===== config.mk =====
export PLATFORM = sky130hd
export DESIGN_NAME = servant_mem_arbiter
export DESIGN_NICKNAME = d
export VERILOG_FILES = /design/src/rtl/servant_mem_arbiter.sv
export SDC_FILE = /design/constraint.sdc
export NUM_CORES = 1
export LEC_CHECK = 0
export ABC_AREA = 1
export BUFFER_PORTS_ARGS = -buffer_cell sky130_fd_sc_hd__buf_2
export CAP_MARGIN = 40
export CORE_AREA = 2 2 146 148
export DETAILED_ROUTE_END_ITERATION = 8
export DIE_AREA = 0 0 148 150
export GPL_TIMING_DRIVEN = 0
export PLACE_DENSITY_LB_ADDON = 0.1
export SYNTH_ARGS = -nofsm -noshare
export SYNTH_HDL_FRONTEND = slang
export SYNTH_SLANG_ARGS = --single-unit

===== constraint.sdc =====
create_clock -name wb_clk -period 1.7 [get_ports wb_clk]
set_input_delay 0.085 -clock wb_clk [delete_from_list [all_inputs] [get_ports wb_clk]]
set_output_delay 0.085 -clock wb_clk [all_outputs]
set_load 0.005 [all_outputs]

===== src/rtl/servant_mem_arbiter.sv =====
// Round-robin arbiter that puts the ibus, dbus and debug xbus Wishbone masters onto the single servant RAM port.
// A watchdog completes a transaction with zero data if the RAM never acknowledges it.
module servant_mem_arbiter #(
   parameter int unsigned aw      = 32,
   parameter int unsigned timeout = 255
) (
   input  logic          wb_clk,
   input  logic          wb_rst,
   input  logic [aw-1:0] i_wb_ibus_adr,
   input  logic          i_wb_ibus_cyc,
   output logic [31:0]   o_wb_ibus_rdt,
   output logic          o_wb_ibus_ack,
   input  logic [aw-1:0] i_wb_dbus_adr,
   input  logic [31:0]   i_wb_dbus_dat,
   input  logic [3:0]    i_wb_dbus_sel,
   input  logic          i_wb_dbus_we,
   input  logic          i_wb_dbus_cyc,
   output logic [31:0]   o_wb_dbus_rdt,
   output logic          o_wb_dbus_ack,
   input  logic [aw-1:0] i_wb_xbus_adr,
   input  logic [31:0]   i_wb_xbus_dat,
   input  logic [3:0]    i_wb_xbus_sel,
   input  logic          i_wb_xbus_we,
   input  logic          i_wb_xbus_cyc,
   output logic [31:0]   o_wb_xbus_rdt,
   output logic          o_wb_xbus_ack,
   output logic [aw-1:0] o_wb_mem_adr,
   output logic [31:0]   o_wb_mem_dat,
   output logic [3:0]    o_wb_mem_sel,
   output logic          o_wb_mem_we,
   output logic          o_wb_mem_cyc,
   input  logic [31:0]   i_wb_mem_rdt,
   input  logic          i_wb_mem_ack,
   output logic [1:0]    o_grant,
   output logic          o_timeout
);

   typedef enum logic {IDLE, BUSY} state_t;
   typedef enum logic [1:0] {M_NONE, M_IBUS, M_DBUS, M_XBUS} master_t;

   state_t      r_state, w_state_nxt;
   master_t     r_grant, w_grant_nxt;
   master_t     r_last, w_last_nxt;
   master_t     w_sel;
   logic [31:0] r_wdog, w_wdog_nxt;
   logic        r_timeout, w_timeout_nxt;
   logic        w_busy, w_cyc_g, w_ack, w_fire;
   logic [31:0] w_rdt;

   assign w_busy = (r_state == BUSY);

   // Rotating priority: the search starts at the master after the last one served.
   always_comb begin
      w_sel = M_NONE;
      case (r_last)
         M_IBUS: begin
            if (i_wb_dbus_cyc)      w_sel = M_DBUS;
            else if (i_wb_xbus_cyc) w_sel = M_XBUS;
            else if (i_wb_ibus_cyc) w_sel = M_IBUS;
         end
         M_DBUS: begin
            if (i_wb_xbus_cyc)      w_sel = M_XBUS;
            else if (i_wb_ibus_cyc) w_sel = M_IBUS;
            else if (i_wb_dbus_cyc) w_sel = M_DBUS;
         end
         default: begin
            if (i_wb_ibus_cyc)      w_sel = M_IBUS;
            else if (i_wb_dbus_cyc) w_sel = M_DBUS;
            else if (i_wb_xbus_cyc) w_sel = M_XBUS;
         end
      endcase
   end

   always_comb begin
      w_cyc_g      = 1'b0;
      o_wb_mem_adr = '0;
      o_wb_mem_dat = '0;
      o_wb_mem_sel = '0;
      o_wb_mem_we  = 1'b0;
      if (w_busy) begin
         case (r_grant)
            M_IBUS: begin
               w_cyc_g      = i_wb_ibus_cyc;
               o_wb_mem_adr = i_wb_ibus_adr;
               o_wb_mem_sel = 4'hf;
            end
            M_DBUS: begin
               w_cyc_g      = i_wb_dbus_cyc;
               o_wb_mem_adr = i_wb_dbus_adr;
               o_wb_mem_dat = i_wb_dbus_dat;
               o_wb_mem_sel = i_wb_dbus_sel;
               o_wb_mem_we  = i_wb_dbus_we;
            end
            M_XBUS: begin
               w_cyc_g      = i_wb_xbus_cyc;
               o_wb_mem_adr = i_wb_xbus_adr;
               o_wb_mem_dat = i_wb_xbus_dat;
               o_wb_mem_sel = i_wb_xbus_sel;
               o_wb_mem_we  = i_wb_xbus_we;
            end
            default: ;
         endcase
      end
   end

   // A real ack beats the watchdog; reset suppresses both so nothing is delivered mid-reset.
   assign w_ack  = w_busy && w_cyc_g && i_wb_mem_ack && !wb_rst;
   assign w_fire = w_busy && w_cyc_g && !i_wb_mem_ack && !wb_rst &&
                   (timeout != 0) && (r_wdog == timeout);

   assign w_rdt         = w_fire ? '0 : i_wb_mem_rdt;
   assign o_wb_ibus_rdt = w_rdt;
   assign o_wb_dbus_rdt = w_rdt;
   assign o_wb_xbus_rdt = w_rdt;
   assign o_wb_ibus_ack = (w_ack || w_fire) && (r_grant == M_IBUS);
   assign o_wb_dbus_ack = (w_ack || w_fire) && (r_grant == M_DBUS);
   assign o_wb_xbus_ack = (w_ack || w_fire) && (r_grant == M_XBUS);
   assign o_wb_mem_cyc  = w_busy && w_cyc_g && !w_fire;
   assign o_grant       = r_grant;
   assign o_timeout     = r_timeout;

   always_comb begin
      w_state_nxt   = r_state;
      w_grant_nxt   = r_grant;
      w_last_nxt    = r_last;
      w_wdog_nxt    = r_wdog;
      w_timeout_nxt = r_timeout;
      case (r_state)
         IDLE: begin
            if (w_sel != M_NONE) begin
               w_state_nxt = BUSY;
               w_grant_nxt = w_sel;
               w_wdog_nxt  = '0;
            end
         end
         BUSY: begin
            // Completion, forced completion and abort all release the bus the same way.
            if (!w_cyc_g || w_ack || w_fire) begin
               w_state_nxt = IDLE;
               w_grant_nxt = M_NONE;
               w_last_nxt  = r_grant;
               if (w_fire) w_timeout_nxt = 1'b1;
            end else begin
               w_wdog_nxt = r_wdog + 32'd1;
            end
         end
         default: w_state_nxt = IDLE;
      endcase
   end

   always_ff @(posedge wb_clk) begin
      if (wb_rst) begin
         r_state   <= IDLE;
         r_grant   <= M_NONE;
         r_last    <= M_XBUS;
         r_wdog    <= '0;
         r_timeout <= 1'b0;
      end else begin
         r_state   <= w_state_nxt;
         r_grant   <= w_grant_nxt;
         r_last    <= w_last_nxt;
         r_wdog    <= w_wdog_nxt;
         r_timeout <= w_timeout_nxt;
      end
   end

endmodule


---- After elaboration in Yosys (flattened, before gate mapping) ----
Index checks and enable logic that the tools add are counted.
W data, S select, Z words.
cells by class
  add/sub/neg operators ................... 1
  equality and inequality tests ........... 9
  multiplexer cells ....................... 30
  bitwise gates (word level) .............. 1
  reduce and logical (&&, ||, !) cells .... 22
operators by type and width
  operator                 count
  $mux W32                 5
  $pmux W32 S2             2
  $pmux W32 S3             1
  $add A32 B1 Y32 const B  1
  $eq A32 B8 Y1 const B    1
  $mux W2                  10
  $pmux W4 S3              1
  $logic_and A1 B1 Y1      10
  $pmux W2 S2              2
  $eq A2 B2 Y1 const B     3
  $reduce_and A2 Y1        3
  $mux W1                  5
  $eq A2 B1 Y1 const B     2
  $logic_not A1 Y1         4
  $mux W4                  1
  $ne A2 B2 Y1 const B     2
  $pmux W1 S2              2
  $logic_or A1 B1 Y1       3
  $pmux W1 S3              1
  $reduce_and A3 Y1        1
  $ne A2 B1 Y1 const B     1
  $reduce_bool A2 Y1       1
  $not A1 Y1               1
word-level totals
  register bits after elaboration ......... 38
  input port bits ......................... 208
  output and inout bits ................... 172
  logic and storage cells ................. 68

---- Depth between registers and ports, before layout ----
Gate-level depths: netlist of the first run.
  depth after elaboration ................. 10
  gate-level depth with buffers ........... 13
  gate-level depth less buffers ........... 11

---- Least setup slack after synthesis of the first run ----
Ideal clock, no wire load.
  kind .................................... flip-flop to output port
  start point ............................. register r_wdog[0]
  end point ............................... output port o_wb_ibus_rdt[10]
  data arrival time ....................... 1.772 ns
  setup slack ............................. -0.157 ns
  stages on the path, launching flop included .. 11
  buffers on the path ..................... 2
  path through ............................ dfxtp_1 -> ha_1 -> inv_2 -> nor2_4 -> nand2_2 -> nor2_2 -> nand3_2 -> nor2_2 -> buf_2 -> nor2_1 -> buf_4
between the ends
  cells in the longest elaborated chain, start to end .. 3
RTL lines
  item                    line  source
  from (decl)             45    logic [31:0] r_wdog, w_wdog_nxt;
  from (signal assigned)  162   r_wdog <= w_wdog_nxt;
  $eq A32 B8 Y1           109   (timeout != 0) && (r_wdog == timeout);
  $logic_and A1 B1 Y1     109
  $mux W32                111   assign w_rdt = w_fire ? '0 : i_wb_mem_rdt;
  to (decl)               11    output logic [31:0] o_wb_ibus_rdt,
No other way between the ends.

---- Worst setup path after layout of the first run ----
  start point ............................. register r_wdog[0]
  end point ............................... output port o_wb_ibus_rdt[5]
The elaborated chain is that of the path after synthesis.

==> results of run 1 <==
-- power groups by stage --
stage	combinational (mW)	clock (mW)	sequential [mW]
finish	7.77	1.11	1.11
global route	8.20	1.16	1.12
CTS	6.32	1.12	1.10
detailed placement	3.77	0	1.05
global placement	3.78	0	1.06
floorplan	2.12	0	1.03
-- per-layer routing --
metal,vias to the layer above,share of wire
li1,3646,-
met1,3512,0.43
met2,252,0.49
met3,31,0.066
met4,4,0.011
met5,-,0.00075
-- sequential cells by signal, indices dropped and copies added (netlist names) --
signal     cells
o_timeout      1
r_last         2
o_grant        2
r_wdog        32
r_state        1
-- repair_timing --
item | CTS | global route
endpoints found under the setup margin | 207 | 203
gates resized for setup | 380 | 262
pin swaps | 53 | 73
setup buffers | 50 | 18
gates cloned | 9 | 7
hold buffers | 0 | 0
-- layout by cell type (no fill, tap or decap), drive strengths merged --
cell	n
a21oi	62
a31oi	2
buf	522
bufinv	1
clkbuf	31
clkinv	1
clkinvlp	2
dfxtp	38
diode	2
ha	3
inv	111
nand2	323
nand3	82
nand4	7
nor2	126
nor3	14
nor3b	2
o211ai	3
o21ai	13
o21bai	1
or2	1
xor2	16
-- final cells by class --
type | count | area, sq um
multi-input cells | 655 | 4185
repair inverters | 1 | 11.26
repair buffers | 449 | 3183
clock inverters | 3 | 45.04
fillers | 2149 | 10410
flip-flops and latches | 38 | 804.5
inverters | 111 | 466.7
plain buffers | 99 | 1106
diodes | 2 | 5.005
well taps | 275 | 344.1
clock buffers | 5 | 125.1
-- cells by family after synthesis --
group,after synthesis,synth area share
AND/OR/NAND/NOR,555,0.4839
buffers and inverters,215,0.2275
AO/OA/AOI/OAI,81,0.08946
flip-flops,38,0.1614
XOR/XNOR,16,0.02973
adder cells (fa/ha/maj),3,0.007965
-- worst min-delay path, delay by kind of cell --
kind / cells / cell delay (ns)
buffers and inverters: 1 / 0.20
AO/OA/AOI/OAI: 3 / 0.18
-- how the worst min path moves through the flow --
stage	startpoint	to	slack [ns]	cells past startpoint
after floorplan	i_wb_mem_rdt[0]	o_wb_dbus_rdt[0]	0.26	2
after global placement	o_timeout	o_timeout	0.45	2
after detailed placement	o_timeout	o_timeout	0.46	2
after CTS	wb_rst	r_wdog[2]	0.21	4
after global routing	wb_rst	r_wdog[4]	0.25	4
final	wb_rst	r_wdog[2]	0.22	4
-- metrics by stage --
| stage | util | hold WS [ns] |
|---|---|---|
| 2_1_floorplan | - | 0.2557 |
| 3_3_place_gp | 0.3376 | 0.4498 |
| 3_5_place_dp | 0.3376 | 0.4587 |
| 4_1_cts | 0.4361 | 0.2144 |
| 5_1_grt | 0.4966 | 0.2496 |
| 6_report | 0.4967 | 0.2215 |
==> metrics.md, run 1 <==
| Metric | Value |
|---|---|
| Status | `finished with violations` |
| Failing checks | `negative setup slack` |
| Fin crit share | `1.227` |
| Worst slew pin tran | `between 0.8 and 0.9 ns` |
| Internal power | `around 5.4 mW` |
| Period minus WS final | `between 2 and 2.5 ns` |
| Pwr dens | `971.9 nW/um^2` |
| Net count after synthesis | `roughly 1.1k` |
| Die Area | `around 22000 sq um` |
| Seq/Total Area, Yosys | `0.1614` |
| Grt met1 use | `0.3202` |
| DR pass1 iterations | `6` |
| Worst-path cell with the longest stage delay | `dfxtp_4` |
| Clock Skews | `0.004821 ns` |
| WP data arrival | `2.00 ns` |
| Top cells by count, synth | `320 x nand2_1, 120 x nor2_1, 103 x inv_1` |
| Total design power | `about 10 mW` |
| Die Ht | `approximately 150 microns` |
| H-tree depth | `2` |
| Kind of cell adding the most delay to the critical path | `simple AND/OR/NAND/NOR gates` |
| Vias in the first global route | `between 6k and 7k` |
| Comb power frac | `0.778` |
| Switching share of power | `0.4636` |
| Synth area leaders | `nand2_1 25%, dfxtp_1 16%, buf_4 11%, nor2_1 9.6%, nand3_1 8.5%` |
| GRT busiest layer | `met2` |
| CTS tree | `built` |
| Final Net Count | `roughly 1.6k` |
| Crit path capture | `o_wb_ibus_rdt[5]` |
| Worst r2r path cells | `13` |
| CP Launch Type | `flop` |
| Critical Path Fanout Max | `5` |
| CTS root buffer | `clkbuf_16` |
| Reg-to-reg startpoint | `r_wdog[0]` |
| Hold Crit Class | `input port to flop` |
| Met2 Use GR | `0.4056` |
| CTS Buf Count | `5` |
| Initial Util | `0.2278` |
| Dpl cells | `1562` |
| Max-slew violation count | `0` |
| Overall routing resource usage | `0.2388` |
| Reg power frac | `0.111` |
| FF-to-FF setup slack | `-0.15 ns` |
| Core Area | `between 20000 and 25000 sq um` |
| Yosys top cell area share | `0.2548` |
| First-pass GRT wire length | `between 40000 and 50000 microns` |
| Crit path top cell by count | `nor2_4` |
| Chip Width | `~150 microns` |
| #FFs+latches synth | `38` |
| Worst R2R End | `r_wdog[3]` |
| Reported net switching power | `between 4 and 5 mW` |
| WL/cell | `around 18 microns` |
| Max clock buf depth | `2` |
| Final routed DRC violation total | `0` |
| EDFF count, synth | `0` |
| CTS sink count | `38` |
| CP max stage delay | `approximately 0.36 ns` |
| CTS clk-pin slew, worst paths | `around 0.060 ns` |
| Detailed placement HPWL | `22270 microns` |
| Crit path launch | `r_wdog[0]` |
| I/O pin count | `380` |
| CP required | `about 1.6 ns` |
| Non-filler cells, final | `around 1.6k` |
| Row count | `53` |
| Post-route design area | `10280 sq um` |
| CP Capture Type | `primary output` |
| Final Setup Violations | `between 150 and 200` |
| Max Cap Viol | `0` |
| IO Port Bufs | `approximately 380` |
| Met3 usage | `0.04238` |
| Post-synthesis cell area | `between 4000 and 5000 sq um` |
| DR vias/cell | `4.545` |
| Setup ws final | `-0.3867 ns` |
| Yosys cell types | `31` |
| GP Congestion | `around 0.9` |
| Ys Warns | `0` |
| Worst relative slew slack | `0.4447` |
| Setup TNS | `-40.60 ns` |
| Clk_lat worst skew | `0.29 ns` |
| RSZ-0062 raised after global routing | `true` |
| Worst-path cell chain | `ha_4, inv_4, nor2_4, nand2_4, nor2_4, nand3_4, nor2_4, buf_6, buf_12, nor2_4, buf_6, buf_6` |
| Avg Cell Area, Syn | `5.191 sq um` |
| Main flop type after synthesis | `dfxtp_1` |
| Critical path type | `flop to primary output` |
| First-iteration detailed-routing DRC count | `about 330` |
| Post-synthesis cell count | `908` |
| Share of cells above drive strength 1 | `0.6172` |
| Routed WL | `~29000 microns` |
| Area growth from synthesis to layout | `118.0%` |
| Routed Antenna Nets | `0` |
| Placement Setup Slack | `-0.6379 ns` |
| Pin count of the biggest net entering global routing | `14` |
| Routed vias | `around 7.4k` |
| Highest Clock Rate | `479.2 MHz` |
| Final global-route overflow total | `0` |
| CP bufs+invs | `5` |
| Initial antenna violation count | `4` |
| Lkg Pwr | `about 5.3 nW` |
| Ys async rst share | `0` |
| Most common cell in the netlist | `nand2_1` |
| Crit path depth | `12` |
| Dominant cell type by area after synthesis | `nand2_1` |
| Area after DPL | `roughly 7000 sq um` |
| VDD IR max | `approximately 0.53 mV` |
| Clk pwr share | `0.111` |
| Final hold vios | `0` |
No activity file was read; power rests on OpenSTA's default activity.
==> inputs of run 2 (changes only) <==
--- a/config.mk
+++ b/config.mk
@@ -9,6 +9,7 @@
 export BUFFER_PORTS_ARGS = -buffer_cell sky130_fd_sc_hd__buf_2
 export CAP_MARGIN = 40
 export CORE_AREA = 2 2 146 148
+export CTS_BUF_LIST = sky130_fd_sc_hd__clkbuf_2
 export DETAILED_ROUTE_END_ITERATION = 8
 export DIE_AREA = 0 0 148 150
 export GPL_TIMING_DRIVEN = 0
==> metrics.md, run 2 (synthesis gave the netlist of run 1 again) <==
| Metric | Value |
|---|---|
| Status | `finished with violations` |
| Failing checks | `negative setup slack` |
| Die Ht | `approximately 150 microns` |
| HP Start | `wb_rst` |
| CTS tree | `built` |
| I/O pin count | `380` |
| DR pass1 iterations | `5` |
| Number of flip-flops in the largest register | `32` |
| First-pass GRT wire length | `roughly 41000 microns` |
| Chip Width | `between 100 and 150 microns` |
| Area growth from synthesis to layout | `127.0%` |
| Met2 Use GR | `0.4063` |
| Worst-path cell chain | `nor2_4, nand3_1, nor2_2, nand3_4, nor2_4, buf_12, clkbuf_16, nor2_4, buf_4, buf_2` |
| WL/cell | `18.05 microns` |
| Worst relative slew slack | `0.3579` |
| Final core utilization | `0.5171` |
| Vias in the first global route | `6913` |
| Commonest non-fill, non-tap cell in the layout | `buf_2` |
| Fin crit share | `1.335` |
| Routed vias | `between 7k and 8k` |
| Initial Util | `0.2278` |
| VDD IR max | `0.5606 mV` |
| Kind of cell adding the most delay to the critical path | `simple AND/OR/NAND/NOR gates` |
| Most frequent cells in the layout | `316 x buf_2, 222 x nand2_1, 136 x buf_6` |
| Crit path launch | `r_wdog[22]` |
| Routed Antenna Nets | `0` |
| WP data arrival | `2.18 ns` |
| CP required | `approximately 1.6 ns` |
| Critical Path Fanout Max | `5` |
| CTS Buf Count | `5` |
| Period minus WS final | `2.270 ns` |
| Overall routing resource usage | `0.2429` |
| Grt met1 use | `0.3246` |
| Multi-input gate area | `around 4500 sq um` |
| Crit path top cell by count | `nor2_4` |
| CTS root buffer | `clkbuf_2` |
| CTS clk-pin slew, worst paths | `approximately 0.24 ns` |
| Minimum hold slack | `roughly 0.03 ns` |
| Max Cap Viol | `0` |
| Pwr dens | `937.3 nW/um^2` |
| CP max stage delay | `0.41 ns` |
| Fill cells | `around 2.1k` |
| IO Port Bufs | `approximately 380` |
| Core Area | `roughly 21000 sq um` |
| Reg-to-reg startpoint | `r_wdog[22]` |
| Met3 usage | `0.04817` |
| Highest Clock Rate | `440.6 MHz` |
| Max-slew violation count | `0` |
| GRT busiest layer | `met2` |
| Critical path type | `flop to primary output` |
| Pin count of the biggest net entering global routing | `14` |
| Clock Skews | `0.02079 ns` |
| DR vias/cell | `around 4.6` |
| CTS sink count | `38` |
| Clk_lat worst skew | `approximately 0.44 ns` |
| Final Net Count | `roughly 1.6k` |
| First-iteration detailed-routing DRC count | `330` |
| CP bufs+invs | `4` |
| Final Setup Violations | `a little over 200` |
| GP Congestion | `~0.91` |
| Row count | `53` |
| Share of cells above drive strength 1 | `0.6520` |
| CP Launch Type | `flop` |
| CP Capture Type | `primary output` |
| Worst-path cell with the longest stage delay | `dfxtp_2` |
| Detailed placement HPWL | `approximately 22000 microns` |
| Lkg Pwr | `5.528 nW` |
| Hold Crit Class | `input port to flop` |
| Initial antenna violation count | `6` |
| Final global-route overflow total | `0` |
| Routed WL | `about 30000 microns` |
| Largest Register | `r_wdog` |
| Hold_buf cts | `0` |
| RSZ-0062 raised after global routing | `true` |
| Worst slew pin tran | `between 0.9 and 1 ns` |
| Final routed DRC violation total | `0` |
| Setup ws final | `-0.5699 ns` |
| Die Area | `22200 sq um` |
| Sequential cell area | `slightly above 800 sq um` |
| H-tree depth | `2` |
| Final hold vios | `0` |
| Max clock buf depth | `2` |
## run 2: path summary, 6_finish.rpt
kind,end,slack (ns),depth (start not counted)
min reg2reg,o_timeout,0.50,2
max,o_wb_xbus_rdt[23],-0.57,10
max reg2reg,r_wdog[16],-0.23,12
min,r_wdog[2],0.03,4
## run 2: where the power goes
part	internal (mW)	switching [mW]	total, mW	leakage, nW
Clock	0.246	0.366	0.613	0.0352
Combinational	4.01	4.29	8.30	5.17
Sequential	0.962	0.147	1.11	0.322
## run 2: cell type report
type,instances,area share
antenna,3,0.0007018
timing repair buffer,457,0.3142
tap,275,0.03216
multi-input combinational,655,0.4200
inverter,111,0.04409
sequential,38,0.07708
clock buffer,5,0.002339
buffer,98,0.1037
clock inverter,3,0.004211
timing repair inverter,1,0.001520
## run 2: layer usage
metal | vias to the layer above | wire length, microns
met4 | 4 | 442
met1 | 3591 | 12770
met2 | 261 | 14520
met3 | 38 | 1973
met5 | - | 22
li1 | 3660 | -
## run 2: what timing repair did
item,CTS,global route
gates resized for setup,414,346
pin swaps,64,95
setup buffers,53,19
endpoints found under the setup margin,207,207
gates cloned,11,5
## run 2: worst reg2reg max path: cells and delay by family (launching register included)
kind	cells	cell delay [ns]
compound gates	1	0.14
flops	1	0.41
buf+inv	3	0.43
simple gates	8	0.94
## run 2: stage by stage
step                setup TNS [ns]  total power [mW]  instance area (sq um)  worst slack, ns  cells
detailed placement          -77.69             4.823                   6984          -0.6379   1562
floorplan                        0             3.156                   4743          0.02272    908
finish                      -76.20             10.03                  10700          -0.5699   1646
global route                -98.45             10.56                  10700          -0.6950   1645
global placement            -80.50             4.839                   6984          -0.6787   1562
CTS                         -76.21             8.542                   9249          -0.5780   1631
